--- src/rtl/serial_rx_ctrl.sv ---
// Byte-level frame receiver: N_WORD 16-bit words (high byte first) plus a CRC-16/CCITT-FALSE trailer.
// Optional SERIAL_RX_ERR_CNT_EN adds a saturating error counter output err_cnt.
module serial_rx_ctrl #(
  parameter logic [7:0]  N_WORD  = 8'h01,
  parameter logic [15:0] TIMEOUT = 16'd5000
) (
  input  logic        clk,
  input  logic        reset,
  input  logic [7:0]  byte_in,
  input  logic        rx_done,
  input  logic        rx_err,
  output logic [15:0] data_out,
  output logic [7:0]  data_select,
  output logic        data_wr,
  output logic        ready,
  output logic        frame_ok,
  output logic        crc_err,
  output logic        frm_err,
  output logic [2:0]  state
`ifdef SERIAL_RX_ERR_CNT_EN
  ,
  output logic [7:0]  err_cnt
`endif
);

  typedef enum logic [2:0] {
    S_IDLE   = 3'b000,
    S_RX_HI  = 3'b001,
    S_RX_LO  = 3'b010,
    S_CRC_HI = 3'b011,
    S_CRC_LO = 3'b100,
    S_CHECK  = 3'b101
  } state_t;

  state_t      state_q, state_d;
  logic        prev_done_q;
  logic [7:0]  hi_q, hi_d;
  logic [7:0]  idx_q, idx_d;
  logic [15:0] crc_q, crc_d;
  logic [15:0] cnt_q, cnt_d;
  logic [15:0] data_out_q, data_out_d;
  logic [7:0]  data_select_q, data_select_d;
  logic        data_wr_q, data_wr_d;
  logic        ready_q;
  logic        frame_ok_q, frame_ok_d;
  logic        crc_err_q, crc_err_d;
  logic        frm_err_q, frm_err_d;

  logic        ev, good_ev, bad_ev, in_frame, timed_out;
  logic [15:0] crc_upd, crc_first;

  function automatic logic [15:0] crc_step(input logic [15:0] crc, input logic [7:0] b);
    logic [15:0] c;
    c = crc ^ {b, 8'h00};
    for (int i = 0; i < 8; i++) begin
      c = c[15] ? ((c << 1) ^ 16'h1021) : (c << 1);
    end
    return c;
  endfunction

  // Handshake: a byte is offered when rx_done rises (valid); there is no
  // backpressure, so every rising edge is consumed in the cycle it is seen.
  assign ev        = rx_done && !prev_done_q;
  assign good_ev   = ev && !rx_err;
  assign bad_ev    = ev && rx_err;
  assign crc_upd   = crc_step(crc_q, byte_in);
  assign crc_first = crc_step(16'hFFFF, byte_in);
  assign in_frame  = (state_q == S_RX_HI) || (state_q == S_RX_LO) ||
                     (state_q == S_CRC_HI) || (state_q == S_CRC_LO);
  // Abort edge chosen so the frm_err pulse lands TIMEOUT cycles after the last event cycle.
  assign timed_out = (cnt_q == TIMEOUT - 16'd2);

  always_comb begin
    state_d       = state_q;
    hi_d          = hi_q;
    idx_d         = idx_q;
    crc_d         = crc_q;
    cnt_d         = cnt_q + 16'd1;
    data_out_d    = data_out_q;
    data_select_d = data_select_q;
    data_wr_d     = 1'b0;
    frame_ok_d    = 1'b0;
    crc_err_d     = 1'b0;
    frm_err_d     = 1'b0;

    case (state_q)
      S_IDLE: begin
        cnt_d         = 16'd0;
        idx_d         = 8'd0;
        data_select_d = 8'd0;
        if (bad_ev) begin
          frm_err_d = 1'b1;
        end else if (good_ev) begin
          hi_d    = byte_in;
          crc_d   = crc_first;
          state_d = S_RX_LO;
        end
      end
      S_RX_HI: begin
        if (good_ev) begin
          hi_d    = byte_in;
          state_d = S_RX_LO;
        end
      end
      S_RX_LO: begin
        if (good_ev) begin
          data_out_d    = {hi_q, byte_in};
          data_select_d = idx_q;
          data_wr_d     = 1'b1;
          if (idx_q == N_WORD - 8'd1) begin
            state_d = S_CRC_HI;
          end else begin
            idx_d   = idx_q + 8'd1;
            state_d = S_RX_HI;
          end
        end
      end
      S_CRC_HI: begin
        if (good_ev) state_d = S_CRC_LO;
      end
      S_CRC_LO: begin
        if (good_ev) begin
          state_d    = S_CHECK;
          frame_ok_d = (crc_upd == 16'h0000);
          crc_err_d  = (crc_upd != 16'h0000);
        end
      end
      S_CHECK: state_d = S_IDLE;
      default: state_d = S_IDLE;
    endcase

    if (in_frame) begin
      if (good_ev) begin
        cnt_d = 16'd0;
        crc_d = crc_upd;
      end else if (bad_ev || timed_out) begin
        frm_err_d = 1'b1;
        state_d   = S_IDLE;
      end
    end

    if (state_d == S_IDLE) begin
      crc_d = 16'hFFFF;
      cnt_d = 16'd0;
    end
  end

  always_ff @(posedge clk) begin
    prev_done_q <= rx_done;
  end

  always_ff @(posedge clk) begin
    if (!reset) begin
      state_q       <= S_IDLE;
      hi_q          <= 8'd0;
      idx_q         <= 8'd0;
      crc_q         <= 16'hFFFF;
      cnt_q         <= 16'd0;
      data_out_q    <= 16'd0;
      data_select_q <= 8'd0;
      data_wr_q     <= 1'b0;
      ready_q       <= 1'b0;
      frame_ok_q    <= 1'b0;
      crc_err_q     <= 1'b0;
      frm_err_q     <= 1'b0;
    end else begin
      state_q       <= state_d;
      hi_q          <= hi_d;
      idx_q         <= idx_d;
      crc_q         <= crc_d;
      cnt_q         <= cnt_d;
      data_out_q    <= data_out_d;
      data_select_q <= data_select_d;
      data_wr_q     <= data_wr_d;
      ready_q       <= (state_d == S_IDLE);
      frame_ok_q    <= frame_ok_d;
      crc_err_q     <= crc_err_d;
      frm_err_q     <= frm_err_d;
    end
  end

`ifdef SERIAL_RX_ERR_CNT_EN
  logic [7:0] err_cnt_q;

  always_ff @(posedge clk) begin
    if (!reset) begin
      err_cnt_q <= 8'd0;
    end else if ((crc_err_d || frm_err_d) && (err_cnt_q != 8'hFF)) begin
      err_cnt_q <= err_cnt_q + 8'd1;
    end
  end

  assign err_cnt = err_cnt_q;
`endif

  assign data_out    = data_out_q;
  assign data_select = data_select_q;
  assign data_wr     = data_wr_q;
  assign ready       = ready_q;
  assign frame_ok    = frame_ok_q;
  assign crc_err     = crc_err_q;
  assign frm_err     = frm_err_q;
  assign state       = state_q;

endmodule

--- config.mk ---
export PLATFORM = sky130hd
export DESIGN_NAME = serial_rx_ctrl
export DESIGN_NICKNAME = d
export VERILOG_FILES = /design/src/rtl/serial_rx_ctrl.sv
export SDC_FILE = /design/constraint.sdc
export NUM_CORES = 1
export LEC_CHECK = 0
export CORE_MARGIN = 2
export CORE_UTILIZATION = 55
export CTS_BUF_LIST = sky130_fd_sc_hd__clkbuf_8
export DETAILED_ROUTE_END_ITERATION = 16
export PLACE_DENSITY = 0.83
export SYNTH_ARGS = -nofsm -noshare
export SYNTH_HDL_FRONTEND = slang
export SYNTH_SLANG_ARGS = --single-unit
--- constraint.sdc ---
create_clock -name clk -period 2.65 [get_ports clk]
set_input_delay 0.3975 -clock clk [delete_from_list [all_inputs] [get_ports clk]]
set_output_delay 0.3975 -clock clk [all_outputs]
set_load 0.03 [all_outputs]
Word level (Yosys, flattened, before mapping)
Index checks and enable logic that the tools add are counted.
{"block": "classes", "n_bitwise": 19, "n_mux": 48, "n_addsub": 2, "reduce_logical": 23, "n_eq_ne": 8}
{"op": "13-bit 2-to-1 mux", "count": 16}
{"op": "16-bit 2-to-1 mux", "count": 8}
{"op": "3-bit NOT", "count": 16}
{"op": "8-bit one-hot mux with 2 select lines", "count": 3}
{"op": "8-bit 2-to-1 mux", "count": 5}
{"op": "3-bit 2-to-1 mux", "count": 8}
{"op": "16-bit by 1-bit adder with 16-bit output (second input constant)", "count": 1}
{"op": "16-bit by 13-bit == test with 1-bit output (second input constant)", "count": 1}
{"op": "16-bit logical NOT", "count": 1}
{"op": "16-bit NOT", "count": 1}
{"op": "16-bit nonzero test", "count": 1}
{"op": "16-bit bitwise XOR", "count": 1}
{"op": "3-bit one-hot mux with 5 select lines", "count": 1}
{"op": "8-bit by 1-bit adder with 8-bit output (second input constant)", "count": 1}
{"op": "8-bit logical NOT", "count": 1}
{"op": "2-bit AND reduction", "count": 4}
{"op": "3-bit by 2-bit == test with 1-bit output (second input constant)", "count": 2}
{"op": "3-bit logical NOT", "count": 2}
{"op": "1-bit 2-to-1 mux", "count": 6}
{"op": "2-bit inequality test (second input constant)", "count": 3}
{"op": "3-bit AND reduction", "count": 2}
{"op": "1-bit logical OR", "count": 4}
{"op": "2-bit nonzero test", "count": 2}
{"op": "3-bit by 1-bit == test with 1-bit output (second input constant)", "count": 1}
{"op": "other kinds (6)", "count": 9}
{"block": "totals", "wordCells": 113, "output_inout_bits": 32, "regBits": 81, "input_bits": 12}

Logic depth before layout (Yosys ltp)
{"block": "logic_depth", "ltp_word": 22, "depth_mapped": 9, "depth_no_buf": 7}

Worst setup path before layout
No wires, ideal clock.
{"block": "synth_path", "kind": "flip-flop to flip-flop", "startpoint": "register state_q[1] (netlist: state[1])", "endpoint": "register idx_q[4]", "setup_time_ps": 70, "t_arrival_ps": 2162, "synth_period_minus_slack_ps": 2232, "t_required_ps": 2580, "n_path_buf": 2, "stages_incl_launch_ff": 8, "path_slack_ps": 418, "path_cell_list": "dfxtp_1 -> buf_4 -> or3b_1 -> clkbuf_1 -> a211oi_2 -> nor2_1 -> or3_1 -> a21oi_1"}
{"block": "synth_between", "elab_chain_len": 3, "elab_cells_between_ends": 7, "classes_between": "eq/ne (3); mux (1); reduce/logical (3)"}
{"element": "start, declared", "line_no": "35", "text": "state_t state_q, state_d;"}
{"element": "start signal, assigned", "line_no": "167", "text": "state_q <= state_d;"}
{"element": "3-bit by 2-bit == test with 1-bit output or 3-bit logical NOT (tied branches)", "line_no": "86", "text": "case (state_q)"}
{"element": "2-bit inequality test (no line) or 2-bit nonzero test (tied branches)"}
{"element": "3-bit AND reduction (no line)"}
{"element": "end signal, assigned", "line_no": "169", "text": "idx_q <= idx_d;"}
{"element": "end, declared", "line_no": "38", "text": "logic [7:0] idx_q, idx_d;"}
Several ways; a longest one is shown, not always the timed one.
A chain may end at the register's enable or synchronous reset.

Final worst setup path
{"block": "layout_path", "startpoint": "input port byte_in[6]", "endpoint": "register crc_err_q (netlist: crc_err)"}
{"block": "layout_between", "elab_chain_len": 10}
{"element": "start, declared", "line_no": "9", "text": "input logic [7:0] byte_in,"}
{"element": "16-bit bitwise XOR (*)", "line_no": "54", "text": "c = crc ^ {b, 8'h00};"}
{"element": "13-bit 2-to-1 mux (*)", "line_no": "56", "text": "c = c[15] ? ((c << 1) ^ 16'h1021) : (c << 1);"}
{"element": "13-bit 2-to-1 mux (3 in a row)", "line_no": "56"}
{"element": "13-bit 2-to-1 mux (*)", "line_no": "56"}
{"element": "3-bit NOT (no line)"}
{"element": "13-bit 2-to-1 mux (2 in a row)", "line_no": "56"}
{"element": "16-bit nonzero test (*)", "line_no": "125", "text": "crc_err_d = (crc_upd != 16'h0000);"}
{"element": "end signal, assigned", "line_no": "177", "text": "crc_err_q <= crc_err_d;"}
{"element": "end, declared", "line_no": "46", "text": "logic crc_err_q, crc_err_d;"}
Mark *: on every way between the ends. The rest lies on a longest branch, timed or not.

==> impl_metrics.yaml <==
clock_network:
  cts_sinks: 81
  cts.path.max_buffers: 2
  cts_hold_buf: 0
  cts_repair_resize_count: 0
  clkLatencyLatePin_ns: 0.36
  postCtsSetupBuffers: 0
  cts_made_buffers: 9
  htreeDepth: 3
  clk_pin_slew_ns: 0.09
  cts_tree: "done"
  cts-root-buf: "clkbuf_8"
layout:
  num-nets-final: 558
  n_antenna_cell: 0
  layout-drive-gt1-share: 0.1042
  fillers: 564
  areaGrowthSynthToFinish_pct: 20.55
  layoutNonFillerInstCount: 646
floorplan:
  io_pins: 44
  initial_utilization: 0.5616
  rows: 31
  die_area_um2: 8028
  die-width_um: 89.60
  core_area_um2: 7176
  fp.dieH_um: 89.60
synthesis:
  synth-xor-area-share: 0.1410
  yosysUniqueCellTypes: 59
  yosysMostFrequentCell: "dfxtp_1"
  yosys_warnings: 0
  yosysSeqAreaShare: 0.4024
  synth_top_family_by_area: "simple AND/OR/NAND/NOR gates"
  synthTopCellsByArea: "dfxtp_1 40%, xor2_1 7.0%, nand2_1 6.8%"
  synth_top_area_cell: "dfxtp_1"
  ys_ff_latch: 81
  synthCells: 487
  synth_mux_area_frac: 0.02484
  syn-num-nets: 503
  ys.flop_type: "dfxtp_1"
  synthesis.area_um2: 4030
  synthTopCellsByCount: "81 x dfxtp_1, 73 x nand2_1, 62 x nor2_1"
  synth_edf_count: 0
  synthSimpleGateAreaFrac: 0.2384
  avgSynthCellArea_um2: 8.275
  synth_top_area_share: 0.4024
  async_flop_share: 0
  yosys.area_share.adder: 0.01739
  synth_compound_area_frac: 0.1304
global_routing:
  first_global_vias: 3396
  antenna_found_initial: 0
  grt-ovfl-total: 0
  grt_usage: 0.2576
  grt_start_max_net_pins: 40
  grt_pass1_wl_um: 15930
job:
  cap_violations: 0
sta:
  min_period_ns: 2.342
  timing.final.hold_violations: 0
  setup_viol: 0
  grt_setup_unrepaired: "false"
  fin_ws_ns: 0.3082
  fmaxAchievable_ghz: 0.4270
  relSlewSlack: 0.5890
  worst_pin_slew_ns: 0.6150
  min_period_over_period: 0.8837
  fin_skew_ns: 0.006947
  finalMaxSlewViolations: 0
critical_path:
  r2r_slack_ns: 0.47
  start_kind: "input port"
  critical_path_class: "input port to flop"
  required_ns: 2.90
  critPathMaxFanout: 2
  worst_ep_arrival_time_ns: 2.59
  worstSetupEndpointType: "flop"
drt:
  routed_via_density: 5.615
  firstDrtPassIters: 5
  finalWirelength_um: 9878
  vias: 3627
  drc: 0
  post_drt_wl_per_cell_um: 15.29
  drt_iter0_drc: 265
  final_antenna_net_count: 0
hold_path:
  hold_path.class: "flop to flop"
power_and_ir_drop:
  irDropWorstVdd_mv: 0.3669
  power.density_nw_per_um2: 502.2
  p_leak_nw: 1.668
  power_mw: 2.440
place:
  portBuffers: 43
  place_congestion: 0.8858
  placedCellCount: 630
  place_hpwl_um: 6987
  dp_slack_ns: -0.07801
run_status:
  status: "finished clean"
kinds of logic after synthesis:
group                      count (synthesis)
AOI/OAI and AO/OA                         87
xor gates and xnor gates                  60
adders and majority gates                  6
buffers and inverters                     37
DFF                                       81
muxes                                     10
and+or+nand+nor                          206
cell usage in the layout, fill, tap and decap left out, types with 3 or more instances in the layout:
master,instances
dfxtp_1,81
nand2_1,73
nor2_1,62
clkdlybuf4s50_1,43
a21oi_1,41
xor2_1,32
buf_4,30
xnor2_1,25
nand3_1,20
o21ai_0,11
mux2i_1,10
inv_1,9
nor3_1,9
clkbuf_8,9
o21ai_1,6
nand4_1,6
o211ai_1,6
and3_1,5
nor4_1,5
a31oi_1,4
ha_1,4
or3_1,3
nor2b_1,3
or4_1,3
stage by stage:
stage | area (µm²) | hold WS (ns) | util | TNS, ns
detailed placement | 4656 | 0.4452 | 0.6488 | -0.1197
floorplan | 4030 | 0.4252 | - | 0
finish | 4858 | 0.4530 | 0.6771 | 0
global placement | 4656 | 0.4415 | 0.6488 | -0.06956
CTS | 4858 | 0.4573 | 0.6771 | 0
global route | 4858 | 0.4724 | 0.6771 | 0
where the power goes:
part / switching, mW / internal [mW] / leakage, nW
logic: 0.156 / 0.122 / 0.910
registers: 0.0124 / 1.23 / 0.655
clock network: 0.477 / 0.445 / 0.103
critical path, stage by stage:
cell	delay, ns
clkdlybuf4s50_1	0.53
xor2_4	0.23
or3_1	0.35
a211o_1	0.30
or4_4	0.54
o31a_1	0.25
routing by layer:
metal  global-route usage  up-vias  wire length (µm)
met5                    0        -                 0
met2               0.4118      105              4741
met1               0.3358     1729              4395
met3              0.06947       20               551
met4              0.09227        0               189
li1                     -     1773                 -
worst paths after layout:
check,end,depth (start not counted),from
hold reg to reg,data_select[3],2,data_select[3]
hold / removal,data_select[3],2,data_select[3]
setup reg to reg,crc_err,5,crc_q[14]
setup / recovery,crc_err,6,byte_in[6]
state kept, by name (all words and copies together) (netlist names), 3 cells and up:
name / cells
idx_q: 8
data_select: 8
data_out: 16
cnt_q: 16
hi_q: 8
crc_q: 16
state: 3
area by class of cell:
type / count / area [µm²] / share of cell area
Inverter: 8 / 30.03 / 0.006181
Multi-Input combinational cell: 369 / 2225 / 0.4579
Clock buffer: 9 / 123.9 / 0.02550
Clock inverter: 7 / 78.83 / 0.01622
Tap cell: 99 / 123.9 / 0.02550
Timing Repair Buffer: 73 / 655.6 / 0.1349
Sequential cell: 81 / 1622 / 0.3338
No activity file was read; power rests on OpenSTA's default activity.
